`src/rtl/hwag_ign_channel.sv`:
```
// Single ignition-coil channel: charges the coil from (spark - delta) to spark on the crank angle.
// Optional dwell-time limit is built when HWAG_IGN_DWELL_LIMIT_EN is defined.
module hwag_ign_channel #(
    parameter int W       = 24,
    parameter int DWELL_W = 24
) (
    input  logic               clk,
    input  logic               rst,
    input  logic               ena,
    input  logic [W-1:0]       acnt,
    input  logic [W-1:0]       acnt_top,
    input  logic [W-1:0]       ign_ang,
    input  logic [W-1:0]       dlt_ang,
    input  logic               upd,
    input  logic [DWELL_W-1:0] dwell_max,
    output logic               coil,
    output logic               spark_if,
    output logic               dwell_ovf_if
);

    typedef enum logic [1:0] {
        ST_IDLE   = 2'd0,
        ST_WAIT   = 2'd1,
        ST_CHARGE = 2'd2
    } state_t;

    state_t         state_q, state_d;

    logic [W-1:0]   inp_spk_q, inp_dlt_q;
    logic [W-1:0]   pipe_spk_q, pipe_chrg_q;
    logic           pipe_zero_q;
    logic [W-1:0]   act_spk_q, act_chrg_q;
    logic           act_zero_q;

    logic [W-1:0]   dlt_c;
    logic [W:0]     chrg_wide;

    logic           coil_q, spark_q, ovf_q;
    logic           coil_d, spark_d, ovf_d;
    logic           chrg_match, spk_match, dwell_expire;

    always_ff @(posedge clk) begin
        if (rst) begin
            inp_spk_q <= '0;
            inp_dlt_q <= '0;
        end else if (upd) begin
            inp_spk_q <= ign_ang;
            inp_dlt_q <= dlt_ang;
        end
    end

    // Charge angle wraps backwards through acnt_top when delta exceeds the spark angle.
    assign dlt_c     = (inp_dlt_q > acnt_top) ? acnt_top : inp_dlt_q;
    assign chrg_wide = (inp_spk_q >= dlt_c)
                     ? ({1'b0, inp_spk_q} - {1'b0, dlt_c})
                     : ({1'b0, inp_spk_q} + {1'b0, acnt_top} + (W+1)'(1) - {1'b0, dlt_c});

    always_ff @(posedge clk) begin
        if (rst) begin
            pipe_spk_q  <= '0;
            pipe_chrg_q <= '0;
            pipe_zero_q <= 1'b1;
        end else begin
            pipe_spk_q  <= inp_spk_q;
            pipe_chrg_q <= chrg_wide[W-1:0];
            pipe_zero_q <= (dlt_c == '0);
        end
    end

    // Active angles are frozen while charging so a running dwell is never retargeted.
    always_ff @(posedge clk) begin
        if (rst) begin
            act_spk_q  <= '0;
            act_chrg_q <= '0;
            act_zero_q <= 1'b1;
        end else if (state_q != ST_CHARGE) begin
            act_spk_q  <= pipe_spk_q;
            act_chrg_q <= pipe_chrg_q;
            act_zero_q <= pipe_zero_q;
        end
    end

    assign chrg_match = !act_zero_q && (acnt == act_chrg_q);
    assign spk_match  = (acnt == act_spk_q);

`ifdef HWAG_IGN_DWELL_LIMIT_EN
    logic [DWELL_W-1:0] dwell_q, dwell_d, dwell_inc;

    assign dwell_inc    = dwell_q + 1'b1;
    // Compare the incremented count so the coil is high for exactly dwell_max clocks.
    assign dwell_expire = (dwell_max != '0) && (dwell_inc == dwell_max);

    always_comb begin
        dwell_d = dwell_q;
        if (state_q != ST_CHARGE && state_d == ST_CHARGE) begin
            dwell_d = '0;
        end else if (state_q == ST_CHARGE) begin
            dwell_d = dwell_inc;
        end
    end

    always_ff @(posedge clk) begin
        if (rst) begin
            dwell_q <= '0;
        end else begin
            dwell_q <= dwell_d;
        end
    end
`else
    logic unused_dwell_max;

    assign unused_dwell_max = ^dwell_max;
    assign dwell_expire     = 1'b0;
`endif

    always_ff @(posedge clk) begin
        if (rst) begin
            state_q <= ST_IDLE;
            coil_q  <= 1'b0;
            spark_q <= 1'b0;
            ovf_q   <= 1'b0;
        end else begin
            state_q <= state_d;
            coil_q  <= coil_d;
            spark_q <= spark_d;
            ovf_q   <= ovf_d;
        end
    end

    always_comb begin
        state_d = state_q;
        if (!ena) begin
            state_d = ST_IDLE;
        end else begin
            case (state_q)
                ST_IDLE:   state_d = ST_WAIT;
                ST_WAIT:   if (chrg_match) state_d = ST_CHARGE;
                ST_CHARGE: if (spk_match || dwell_expire) state_d = ST_WAIT;
                default:   state_d = ST_IDLE;
            endcase
        end
    end

    // Spark match outranks the dwell limit; disable suppresses both pulses.
    always_comb begin
        coil_d  = (state_d == ST_CHARGE);
        spark_d = ena && (state_q == ST_CHARGE) && spk_match;
        ovf_d   = ena && (state_q == ST_CHARGE) && !spk_match && dwell_expire;
    end

    assign coil         = coil_q;
    assign spark_if     = spark_q;
    assign dwell_ovf_if = ovf_q;

endmodule

```
`config.mk`:
```
export PLATFORM = sky130hd
export DESIGN_NAME = hwag_ign_channel
export DESIGN_NICKNAME = d
export VERILOG_FILES = /design/src/rtl/hwag_ign_channel.sv
export SDC_FILE = /design/constraint.sdc
export NUM_CORES = 1
export LEC_CHECK = 0
export BUFFER_PORTS_ARGS = -buffer_cell sky130_fd_sc_hd__buf_4
export CAP_MARGIN = 0
export CORE_MARGIN = 1.5
export CORE_UTILIZATION = 31
export DETAILED_ROUTE_END_ITERATION = 7
export GPL_TIMING_DRIVEN = 0
export SLEW_MARGIN = 0
export SYNTH_ARGS = -nofsm -noshare
export SYNTH_HDL_FRONTEND = slang
export SYNTH_SLANG_ARGS = --single-unit
```
`constraint.sdc`:
```
create_clock -name clk -period 8.71 [get_ports clk]
set_input_delay 0.4355 -clock clk [delete_from_list [all_inputs] [get_ports clk]]
set_output_delay 0.4355 -clock clk [all_outputs]
set_load 0.03 [all_outputs]
```
* Word level (Yosys, flattened, before mapping)
Cells that the tools add are included.
** Storage, ports and cells
- Register bits :: 150
- Output and inout port bits :: 3
- Logic and storage cells :: 35
** Operators by class
- $add $sub $neg :: 4
- Order comparisons :: 2
- Eq/ne operators :: 6
- Muxes and demuxes :: 6
- Reductions and logical operators :: 6
** Operator list (count)
- 24-bit == test :: 2
- 24-bit 2-to-1 mux :: 2
- 24-bit subtractor :: 2
- 24-bit by 1-bit adder with 24-bit output, second input constant :: 1
- 24-bit adder :: 1
- 24-bit >= comparator :: 1
- 24-bit greater-than comparator :: 1
- 24-bit zero test :: 1
- 2-bit 2-to-1 mux :: 3
- 2-bit one-hot mux with 3 select lines :: 1
- 2-bit == test, second input constant :: 2
- 1-bit logical AND :: 3
- 2-bit by 1-bit == test with 1-bit output, second input constant :: 1
- 2-bit zero test :: 1
- 2-bit inequality test, second input constant :: 1
- 1-bit zero test :: 1

* Depth between registers and ports, before layout
Gate-level depths: netlist (run 1).
- Depth in word-level cells :: 6
- Gate-level depth with buffers :: 29
- Mapped depth without buffers :: 26

* Least setup slack after synthesis (run 1)
Ideal clock, no wire load.
- Kind :: input -> register
- Start :: input port acnt_top[13]
- End :: register pipe_chrg_q[23]
- Library setup time :: 0.130 ns
- Arrival :: 5.467 ns
- Required time :: 8.580 ns
- Slack :: 3.114 ns
- Stages on the path :: 27
- Cell sequence :: inv_1 ha_1 a211oi_1 nor2_1 o21ai_1 nor4bb_2 a21o_1 buf_6 buf_2 buf_1 buf_1 nor2_1 a21oi_1 fa_1 ha_1 and3_1 nand4_1 nor2_1 nor2_1 o211ai_1 nand4_1 nand4b_1 a21o_1 a211o_1 or4_1 nand4b_1 o31ai_1
** On the way
- Word-level cells in the longest chain between the ends :: 4
- Elaborated cells on any way between the ends :: 8
- Classes of those cells :: add/sub (4); order compare (2); mux (2)
** Ends and longest elaborated chain
- start, declared :: RTL line 11 : input logic [W-1:0] acnt_top,
- 24-bit adder or 24-bit greater-than comparator (tied branches) :: RTL line 56, 53
- 24-bit by 1-bit adder with 24-bit output or 24-bit 2-to-1 mux (tied branches) :: RTL line 56, 53
- 24-bit subtractor (tied with other cells) :: RTL line 56 : : ({1'b0, inp_spk_q} + {1'b0, acnt_top} + (W+1)'(1) - {1'b0, dlt_c});
- 24-bit 2-to-1 mux * :: RTL line 55 : ? ({1'b0, inp_spk_q} - {1'b0, dlt_c})
- end signal, assigned :: RTL line 65 : pipe_chrg_q <= chrg_wide[W-1:0];
- end, declared :: RTL line 30 : logic [W-1:0] pipe_spk_q, pipe_chrg_q;
Mark *: on every way between the ends. The rest lies on a longest branch, timed or not.
A chain may end at the register's enable or synchronous reset.

* Worst setup path in the final report (run 1)
- Start :: register inp_dlt_q[19]
- End :: register pipe_chrg_q[23]
** On the way
- Word-level cells in the longest chain between the ends :: 4
- Elaborated cells on any way between the ends :: 6
- Classes of those cells :: add/sub (2); order compare (2); mux (2)
** Ends and longest elaborated chain
- start, declared :: RTL line 29 : logic [W-1:0] inp_spk_q, inp_dlt_q;
- start signal, assigned :: RTL line 48 : inp_dlt_q <= dlt_ang;
- 24-bit greater-than comparator :: RTL line 53 : assign dlt_c = (inp_dlt_q > acnt_top) ? acnt_top : inp_dlt_q;
- 24-bit 2-to-1 mux * :: RTL line 53
- 24-bit subtractor (tied with other cells) :: RTL line 56
- 24-bit 2-to-1 mux * :: RTL line 55
Marked as above.

==> results of run 1 <==
## power groups by stage
| stage | logic [mW] | clock network (mW) | registers [mW] |
|---|---|---|---|
| finish | 0.783 | 0.754 | 0.827 |
| global route | 0.873 | 0.795 | 0.835 |
| CTS | 0.777 | 0.767 | 0.827 |
| detailed placement | 0.772 | 0 | 0.842 |
| global placement | 0.765 | 0 | 0.840 |
| floorplan | 0.568 | 0 | 0.819 |
## cells in the mapped netlist, types with 3 or more instances
master | n | share of area, %
nand2_1 | 132 | 5.2
o211ai_1 | 3 | 0.24
nor2_1 | 116 | 4.6
a211oi_1 | 12 | 0.95
and2_1 | 5 | 0.33
maj3_1 | 4 | 0.42
a31oi_1 | 3 | 0.20
nand2b_1 | 10 | 0.66
xnor2_1 | 53 | 4.9
xor2_1 | 36 | 3.3
inv_1 | 82 | 3.3
a211o_1 | 7 | 0.65
a21o_1 | 23 | 1.8
a21oi_1 | 114 | 6.0
a2111oi_0 | 3 | 0.28
a41oi_1 | 3 | 0.28
buf_2 | 3 | 0.16
nor2b_1 | 22 | 1.5
dfxtp_1 | 150 | 32
or3_1 | 5 | 0.33
and3_1 | 6 | 0.40
o22ai_1 | 4 | 0.26
o31ai_1 | 4 | 0.32
nor3_1 | 9 | 0.48
o21ai_0 | 30 | 1.6
nand4_1 | 23 | 1.5
ha_1 | 73 | 9.7
nand3_1 | 18 | 0.95
o21bai_1 | 3 | 0.24
nand4b_1 | 4 | 0.37
o21a_1 | 9 | 0.72
nor4_1 | 7 | 0.46
fa_1 | 20 | 4.2
clkbuf_1 | 30 | 1.2
buf_1 | 8 | 0.32
o32ai_1 | 4 | 0.37
mux2i_1 | 52 | 5.5
## worst max-delay path: stages (launching register included)
cell and delay, ns:
dfxtp_1 0.33, ha_1 0.32, nand4_1 0.20, nor4_1 0.71, and2_1 0.29, a21o_1 0.12, buf_6 0.16, buf_2 0.26
buf_1 0.41, buf_1 0.41, nor2_1 0.07, a21oi_1 0.37, ha_1 0.37, a21oi_1 0.16, inv_1 0.06, a21o_1 0.17
a21oi_1 0.22, nor2b_1 0.07, o21ai_0 0.17, o21ai_0 0.10, o21ai_0 0.18, nand2b_1 0.08, a21oi_1 0.50, nand3_1 0.55
nand4b_1 0.38, o31ai_1 0.13
## registers in the layout, indices dropped and copies added (netlist names)
signal / cells
pipe_spk_q: 24
state_q: 2
pipe_zero_q: 1
act_spk_q: 24
pipe_chrg_q: 24
spark_if: 1
act_zero_q: 1
act_chrg_q: 24
inp_dlt_q: 24
inp_spk_q: 24
coil: 1
## cells by family (layout without fill, tap and decap cells)
family | count (synthesis) | count (layout) | share of synthesized area [%]
mux | 54 | 54 | 5.896
simple gates | 367 | 367 | 17.93
other cells | 1 | 1 | 0.03971
compound gates | 245 | 245 | 16.32
buf+inv | 125 | 256 | 5.128
flops | 150 | 150 | 31.80
xor+xnor | 90 | 90 | 8.427
fa+ha+maj | 98 | 98 | 14.46
## through the flow
step | power, mW | instance area (um^2) | util [%] | setup slack (ns) | cells
2_1_floorplan | 1.387 | 9443 | - | 3.114 | 1130
3_3_place_gp | 1.605 | 10670 | 35.82 | 1.565 | 1619
3_5_place_dp | 1.614 | 10670 | 35.82 | 1.531 | 1619
4_1_cts | 2.371 | 11270 | 37.82 | 1.795 | 1651
5_1_grt | 2.504 | 11270 | 37.82 | 1.359 | 1651
6_report | 2.364 | 11270 | 37.82 | 1.768 | 1651
## how the worst max path moves through the flow
stage                              from         endpoint  slack, ns  cells after the start
after floorplan            acnt_top[13]  pipe_chrg_q[23]       3.11                     27
after global placement     acnt_top[16]  pipe_chrg_q[22]       1.56                     27
after detailed placement   acnt_top[18]  pipe_chrg_q[23]       1.53                     27
after CTS                 inp_dlt_q[19]  pipe_chrg_q[23]       1.80                     25
after global routing      inp_dlt_q[23]  pipe_chrg_q[18]       1.36                     25
final                     inp_dlt_q[19]  pipe_chrg_q[23]       1.77                     25
## layout make-up
class,instances,area (um^2),share of cell area (%)
plain buffers,43,176.4,1.566
clock inverters,14,165.2,1.466
repair buffers,99,743.2,6.596
inverters,82,307.8,2.732
flip-flops and latches,150,3003,26.65
multi-input cells,855,5956,52.85
clock buffers,18,429.2,3.809
well taps,390,488.0,4.330
## cell usage in the layout (no fill, tap or decap), types with 30 or more instances in the layout
cell	netlist	routed
buf_4	1	100
dfxtp_1	150	150
xnor2_1	53	53
mux2i_1	52	52
clkbuf_1	30	31
nand2_1	132	132
o21ai_0	30	30
xor2_1	36	36
nor2_1	116	116
a21oi_1	114	114
inv_1	82	82
ha_1	73	73
## metal layers
| layer | global-route usage, % | part of all wire [%] |
|---|---|---|
| met1 | 25.44 | 50 |
| met2 | 28.06 | 43 |
| met3 | 3.192 | 4.6 |
| met4 | 6.127 | 2.5 |
| met5 | 0 | 0 |
==> summary.md, run 1 <==
| Metric | Value |
|---|---|
| DRC | `0` |
| I/O Buffers | `99` |
| Worst hold path type | `in2reg` |
| Share of cells above drive strength 1 | `12.05%` |
| Max Slew Vio Count | `0` |
| Register area share after synthesis | `31.80%` |
| Routed Antenna Nets | `0` |
| Die area | `31520 um^2` |
| Nets | `1465` |
| CP max FO | `10` |
| Row count | `63` |
| Initial Util | `31.69%` |
| Clock slew at reported path FFs | `0.07 ns` |
| Post-Route WL | `27710 um` |
| CTS tree | `yes` |
| Asr flop ratio synth | `0%` |
| Total number of vias | `8134` |
| Pwr/cell area | `209.8 nW/um^2` |
| WHS Endpoint | `inp_spk_q[2]` |
| Clock share of power | `31.9%` |
| Core area | `29800 um^2` |
| Hpwl dp | `23000 um` |
| RSZ-0062 raised after global routing | `no` |
| Die height | `177.5 um` |
| Reg2reg path depth | `25` |
| I/O pins | `127` |
| R2R Setup Slk | `1.77 ns` |
| Worst rel slew slack | `34.72%` |
| Comb pwr share | `33.1%` |
| Seq cells post-synth | `150` |
| Hold-fix buffers, CTS | `0` |
| WHS | `0.2314 ns` |
| Tcrit/Tclk final | `79.70%` |
| Max IR drop VDD | `0.1213 mV` |
| Via/cell ratio | `4.927` |
| GRT Total Usage | `18.18%` |
| # diodes | `0` |
| Design internal power | `1.541 mW` |
| Placer Congestion | `0.8967` |
| Filler cells | `3133` |
| Critical Path RT | `9.02 ns` |
| Synth Instances | `1130` |
| Crit Path Category | `reg2reg` |
| Inserted Clock Buffers | `17` |
| Final Critical Period | `6.942 ns` |
| Clock sink count | `150` |
| Distinct cells, synth | `71` |
| Vias in the first global route | `8121` |
| CTS H-tree depth | `4` |
| Hold Crit Depth | `3` |
| Initial antenna violation count | `0` |
| Hold Fails Final Rpt | `0` |
| Synthesized area | `9443 um^2` |
| Setup Viol. Count Final | `0` |
| Root Driver | `clkbuf_16` |
| Crit path DAT | `7.25 ns` |
| Largest net degree at the start of global routing | `17` |
| Post-Syn Nets | `1347` |
| Status | `finished clean` |
| First-pass GRT wire length | `43820 um` |
| P_sw | `0.8232 mW` |
| Reg2reg start | `inp_dlt_q[19]` |
| Drt initial violations | `504` |
| RR Endpoint | `pipe_chrg_q[23]` |
| DR WL/cell | `16.78 um` |
| Die width | `177.5 um` |
| DR pass1 iterations | `6` |
| Leak pwr | `5.006 nW` |
| Area Growth Syn to Fin | `19.33%` |
| GR Overflow Total | `0` |
| CP Capture Type | `flop` |
| Hold path startpoint | `ign_ang[2]` |
| Post_cts resized | `0` |
| Fmax | `144.1 MHz` |
| Yosys Warn Count | `0` |
| TNS Setup | `0 ns` |
| Worst setup SP type | `flop` |
| Sw Share | `34.82%` |
| Maximum clock path buffer count | `2` |
| Worst slew pin tran | `0.9792 ns` |
| Sequential share of power | `35.0%` |
| Worst skew pair latency | `0.43 ns` |
| Max-cap violation count | `0` |
| Number of flops mapped to enable cells by yosys | `0` |
| Post-route clock skew | `0.01078 ns` |
| Most used DFF post-synth | `dfxtp_1` |
| Synth Area per Inst | `8.356 um^2` |
| Post-CTS setup buffers | `0` |
No activity file was read; power rests on OpenSTA's default activity.
==> run 2: changes to the inputs <==
==> constraint.sdc (replaced) <==
create_clock -name clk -period 6.1 [get_ports clk]
set_input_delay 0.305 -clock clk [delete_from_list [all_inputs] [get_ports clk]]
set_output_delay 0.305 -clock clk [all_outputs]
set_load 0.03 [all_outputs]
==> run 2 against run 1 <==
  * Combinational power up 46%
  * Final area rose by 1.1%
  * Global-route usage hardly changed
  * Die area stayed put
  * Clock-buffer cell count did not move
  * Non-clock buffer count up 3
  * Critical path depth stayed put
  * Maximum frequency increased by 19%
  * Via count barely moved
==> summary.md, run 2 (synthesis results as in run 1) <==
| Metric | Value |
|---|---|
| Status | `finished clean` |
| Post-route cell area | `11390 um^2 (+1.1%)` |
| Worst hold path type | `in2reg` |
| Root Driver | `clkbuf_16` |
| Placed Area | `10670 um^2 (unchanged)` |
| First-pass GRT wire length | `43950 um (+0.29%)` |
| Via/cell ratio | `4.914 (-0.27%)` |
| Critical Path RT | `6.39 ns (-2.63 ns)` |
| DR WL/cell | `16.86 um (+0.47%)` |
| Leak pwr | `5.058 nW (+1.0%)` |
| Share of cells above drive strength 1 | `13.69% (+1.6 points)` |
| Hold path startpoint | `ign_ang[2]` |
| Pwr/cell area | `297.7 nW/um^2 (+42%)` |
| Clock slew at reported path FFs | `0.07 ns (about the same)` |
| Initial Util | `31.69% (unchanged)` |
| Inserted Clock Buffers | `17 (unchanged)` |
| Post-Route WL | `27890 um (+0.65%)` |
| GRT Total Usage | `18.20% (about the same)` |
| Nets | `1468 (+0.20%)` |
| Max Slew Vio Count | `0 (unchanged)` |
| Initial antenna violation count | `0 (unchanged)` |
| Tcrit/Tclk final | `95.88% (+16 points)` |
| Hold-fix buffers, CTS | `0 (unchanged)` |
| Setup Viol. Count Final | `0 (unchanged)` |
| Combined area of the multi-input logic cells | `6038 um^2 (+1.4%)` |
| Die height | `177.5 um (unchanged)` |
| Layout Utilization | `38.24% (+0.42 points)` |
| Clock sink count | `150 (unchanged)` |
| GR Overflow Total | `0 (unchanged)` |
| Max IR drop VDD | `0.1713 mV (+41%)` |
| Worst Slack Setup Final | `0.2511 ns (-1.517 ns)` |
| Core area | `29800 um^2 (unchanged)` |
| Fmax | `171.0 MHz (+19%)` |
| Post-route clock skew | `0.01036 ns (-0.0004252 ns)` |
| I/O Buffers | `99 (unchanged)` |
| Crit Path Category | `reg2reg` |
| Most frequent cells in the layout | `dfxtp_1 (150), nand2_1 (132), nor2_1 (116), a21oi_1 (107), buf_4 (104)` |
| CP Capture Type | `flop` |
| Vias in the first global route | `8153 (+0.39%)` |
| Placer Congestion | `0.8967 (unchanged)` |
| Row count | `63 (unchanged)` |
| WHS | `0.1075 ns (-0.1239 ns)` |
| Setup crit start | `inp_dlt_q[13]` |
| Worst setup SP type | `flop` |
| Power, Total | `3.392 mW (+43%)` |
| Die area | `31520 um^2 (unchanged)` |
| Maximum clock path buffer count | `2 (unchanged)` |
| I/O pins | `127 (unchanged)` |
| CTS tree | `yes` |
| Worst skew pair latency | `0.43 ns (about the same)` |
| Total number of vias | `8127 (-0.086%)` |
| Drt initial violations | `412 (-18%)` |
| CTS H-tree depth | `4 (unchanged)` |
| # diodes | `0 (unchanged)` |
| Final Critical Period | `5.849 ns (-1.093 ns)` |
| Crit path DAT | `6.14 ns (-1.11 ns)` |
| Largest net degree at the start of global routing | `19 (+2)` |
| Max-cap violation count | `0 (unchanged)` |
| Routed Antenna Nets | `0 (unchanged)` |
| Hold Fails Final Rpt | `0 (unchanged)` |
| Dpl ws | `-0.9487 ns (-2.479 ns)` |
| Worst slew pin tran | `0.9835 ns (+0.004352 ns)` |
| Filler cells | `3113 (-0.64%)` |
| Die width | `177.5 um (unchanged)` |
| Reg2reg start | `inp_dlt_q[13]` |
| DR pass1 iterations | `5 (-1)` |
| DRC | `0 (unchanged)` |
| CP max FO | `18 (+8)` |
| Area Growth Syn to Fin | `20.66%` |
| Hpwl dp | `23000 um (unchanged)` |
| FF+latch area | `3003 um^2 (unchanged)` |
| Worst rel slew slack | `34.43% (-0.29 points)` |
| Commonest non-fill, non-tap cell in the layout | `dfxtp_1` |
[run 2: cell type report]
| type | instances | area share [%] |
|---|---|---|
| clock inverter | 14 | 1.450 |
| inverter | 82 | 2.702 |
| timing repair buffer | 103 | 6.787 |
| sequential | 150 | 26.36 |
| tap | 390 | 4.283 |
| multi-input combinational | 855 | 53.00 |
| buffer | 42 | 1.658 |
| clock buffer | 18 | 3.767 |
[run 2: what timing repair did]
item / 4_1_cts / 5_1_grt
setup endpoints to repair: 24 / 18
buffers inserted: 1 / 3
gates cloned: 0 / 0
gates resized for setup: 15 / 13
pin swaps: 1 / 5
[run 2: worst paths after layout]
kind | end | slack, ns | cells after the start
worst max-delay path | pipe_chrg_q[23] | 0.25 | 25
worst min-delay path | inp_spk_q[2] | 0.11 | 3
worst min register to register | act_chrg_q[18] | 0.44 | 2
worst max register to register | pipe_chrg_q[23] | 0.25 | 25
[run 2: routing by layer]
layer  vias to the layer above  track usage (%)  share of wire, %
met5                         -                0                 0
li1                       4128                -                 -
met3                        31            3.385               4.8
met4                         0            5.742               2.2
met2                       190            28.30                43
met1                      3778            25.32                50
[run 2: per-stage QoR]
step | std cells | TNS, ns
floorplan | 1130 | 0
global placement | 1619 | -17.58
detailed placement | 1619 | -18.84
CTS | 1651 | 0
global route | 1654 | -0.01438
finish | 1654 | 0
[run 2: power breakdown]
group | total (mW) | internal [mW] | switching [mW] | leakage, nW
combinational | 1.14 | 0.494 | 0.641 | 3.54
clock | 1.07 | 0.615 | 0.460 | 0.283
sequential | 1.18 | 1.10 | 0.0799 | 1.23
[run 2: critical path: stages (launching register included)]
cell and delay (ns):
dfxtp_1 0.39, ha_1 0.27, a211oi_1 0.23, nor2_1 0.07, o21ai_1 0.13, nor4bb_4 0.42
a21o_1 0.22, buf_12 0.18, buf_2 0.25, nor2_1 0.09, a21oi_2 0.23, fa_1 0.47
ha_1 0.39, a21o_1 0.19, a21oi_1 0.15, nor2_1 0.05, o21a_1 0.15, o21ai_0 0.16
o211ai_1 0.18, nand4_1 0.15, nand4b_1 0.12, a21o_1 0.23, a211o_1 0.32, or4_1 0.40
nand4b_1 0.12, o31ai_1 0.11
==> run 3: changes to the inputs <==
==> constraint.sdc (replaced) <==
create_clock -name clk -period 7 [get_ports clk]
set_input_delay 0.35 -clock clk [delete_from_list [all_inputs] [get_ports clk]]
set_output_delay 0.35 -clock clk [all_outputs]
set_load 0.03 [all_outputs]
==> run 3 against run 2 <==
  * First-iteration DRC count increased by 11%
  * Clock power down 12%
  * Hold slack better by 0.033 ns
  * Clock-buffer cell count unchanged
  * Sequential power decreased by 13%
  * Clock skew is 0.00090 ns higher
  * Cell count fell by 0.18%
  * Flip-flop and latch count stayed put
  * Wire length fell by 0.52%
  * Die area is the same
  * Register-to-register slack gained 0.19 ns
==> summary.md, run 3 (synthesis results as in run 1) <==
| Metric | Value |
|---|---|
| Largest delay contributor family on the critical path | `compound AO/OA/AOI/OAI gates` |
| Fmax | `152.5 MHz (-11%)` |
| Worst slew pin tran | `0.9709 ns (-0.01266 ns)` |
| Via/cell ratio | `4.932 (+0.38%)` |
| Met2 WL | `11950 um (-1.4%)` |
| Crit Path Category | `reg2reg` |
| Hpwl dp | `23000 um (unchanged)` |
| Vias in the first global route | `8121 (-0.39%)` |
| Post-route clock skew | `0.01126 ns (+0.0008967 ns)` |
| RSZ-0062 raised after global routing | `no` |
| Worst path max stage delay | `0.54 ns (+0.07 ns)` |
| Clock sink count | `150 (unchanged)` |
| Combined area of the multi-input logic cells | `5983 um^2 (-0.91%)` |
| Commonest non-fill, non-tap cell in the layout | `dfxtp_1` |
| Row count | `63 (unchanged)` |
| Max IR drop VDD | `0.1537 mV (-10%)` |
| Met1 wire length | `13640 um (-1.4%)` |
| Clock slew at reported path FFs | `0.07 ns (about the same)` |
| DR pass1 iterations | `5 (unchanged)` |
| Worst setup SP type | `flop` |
| Placer Congestion | `0.8967 (unchanged)` |
| Worst hold path type | `in2reg` |
| Reg2reg start | `inp_dlt_q[22]` |
| WHS Endpoint | `inp_spk_q[2]` |
| Die width | `177.5 um (unchanged)` |
| CP max FO | `10 (-8)` |
| Buf/Inv on CP | `2 (unchanged)` |
| Hold Crit Depth | `3 (unchanged)` |
| Filler cells | `3125 (+0.39%)` |
| Initial Util | `31.69% (unchanged)` |
| DR top layer | `met4` |
| Wire length on met3 | `1453 um (+9.5%)` |
| Final Critical Period | `6.557 ns (+0.7081 ns)` |
| DRC | `0 (unchanged)` |
| R2R Setup Slk | `0.44 ns (+0.19 ns)` |
| Pwr/cell area | `260.8 nW/um^2 (-12%)` |
| Drt initial violations | `457 (+11%)` |
| Crit-path most repeated cell | `a21oi_1` |
| Most frequent cells in the layout | `dfxtp_1 (150), nand2_1 (132), nor2_1 (116), a21oi_1 (112), buf_4 (100)` |
| I/O Buffers | `99 (unchanged)` |
| Area Growth Syn to Fin | `19.65%` |
| Max-cap violation count | `0 (unchanged)` |
| Layout Utilization | `37.92% (-0.32 points)` |
| Tcrit/Tclk final | `93.67% (-2.2 points)` |
| WHS | `0.1402 ns (+0.03271 ns)` |
| FF+latch area | `3003 um^2 (unchanged)` |
| Die height | `177.5 um (unchanged)` |
| Worst rel slew slack | `35.28% (+0.84 points)` |
| CTS tree | `yes` |
| First-pass GRT wire length | `43820 um (-0.28%)` |
| CTS H-tree depth | `4 (unchanged)` |
| Setup Viol. Count Final | `0 (unchanged)` |
| RR Endpoint | `pipe_chrg_q[22]` |
| GR Overflow Total | `0 (unchanged)` |
| Crit path DAT | `6.85 ns (+0.71 ns)` |
| Inserted Clock Buffers | `17 (unchanged)` |
| Power, Total | `2.947 mW (-13%)` |
| Max Slew Vio Count | `0 (unchanged)` |
| Core area | `29800 um^2 (unchanged)` |
| Worst skew pair latency | `0.44 ns (about the same)` |
| Leak pwr | `5.022 nW (-0.70%)` |
| Die area | `31520 um^2 (unchanged)` |
| Status | `finished clean` |
| GRT Total Usage | `18.18% (about the same)` |
| Worst path slowest cell | `nor4_2` |
| Largest net degree at the start of global routing | `17 (-2)` |
| I/O pins | `127 (unchanged)` |
| # diodes | `0 (unchanged)` |
| Post-Route WL | `27740 um (-0.52%)` |
| Hold path startpoint | `ign_ang[2]` |
| Critical Path RT | `7.29 ns (+0.90 ns)` |
| Total number of vias | `8143 (+0.20%)` |
| DR WL/cell | `16.80 um (-0.34%)` |
| Routed Antenna Nets | `0 (unchanged)` |
| Share of cells above drive strength 1 | `12.53% (-1.2 points)` |
| Nets | `1465 (-0.20%)` |
| Initial antenna violation count | `0 (unchanged)` |
| CP Capture Type | `flop` |
| Reg2reg path depth | `25 (unchanged)` |
| Root Driver | `clkbuf_16` |
| Hold Fails Final Rpt | `0 (unchanged)` |
| Maximum clock path buffer count | `2 (unchanged)` |
## run 3: what timing repair did
item                       CTS  global route
hold buffers                 0             0
setup buffers                0             0
resized for setup            0             9
setup endpoints to repair    0            22
## run 3: metrics by stage
stage               instances  instance area [um^2]  TNS (ns)  setup WS (ns)
floorplan                1130                  9443         0          1.489
CTS                      1651                 11270         0        0.08515
finish                   1651                 11300         0         0.4430
detailed placement       1619                 10670   -0.2873       -0.09375
global route             1651                 11300         0        0.02351
global placement         1619                 10670   -0.1229       -0.05974
## run 3: tightest hold or removal path, stage by stage
cell     delay [ns]
buf_4          0.08
mux2i_1        0.05
nor2_1         0.07
## run 3: metal layers
layer,GRT usage [%],vias up
met1,25.44,3770
met5,0,-
met3,3.192,38
met2,28.06,211
li1,-,4124
met4,6.127,0
## run 3: how the worst max path moves through the flow
stage / from / end / slack, ns / cells after the start
final: inp_dlt_q[22] / pipe_chrg_q[22] / 0.44 / 25
after floorplan: acnt_top[13] / pipe_chrg_q[23] / 1.49 / 27
after global routing: inp_dlt_q[13] / pipe_chrg_q[22] / 0.02 / 27
after CTS: inp_dlt_q[19] / pipe_chrg_q[23] / 0.09 / 25
after detailed placement: acnt_top[18] / pipe_chrg_q[23] / -0.09 / 27
after global placement: acnt_top[16] / pipe_chrg_q[22] / -0.06 / 27
## run 3: final cells by class
class / instances / area share [%]
plain buffers: 43 / 1.584
clock inverters: 14 / 1.462
flip-flops and latches: 150 / 26.58
well taps: 390 / 4.319
inverters: 82 / 2.724
clock buffers: 18 / 3.798
repair buffers: 99 / 6.578
multi-input cells: 855 / 52.96
## run 3: report_power, final
group | switching (mW) | internal [mW] | leakage, nW
combinational | 0.553 | 0.423 | 3.51
sequential | 0.0692 | 0.960 | 1.23
clock | 0.406 | 0.535 | 0.283
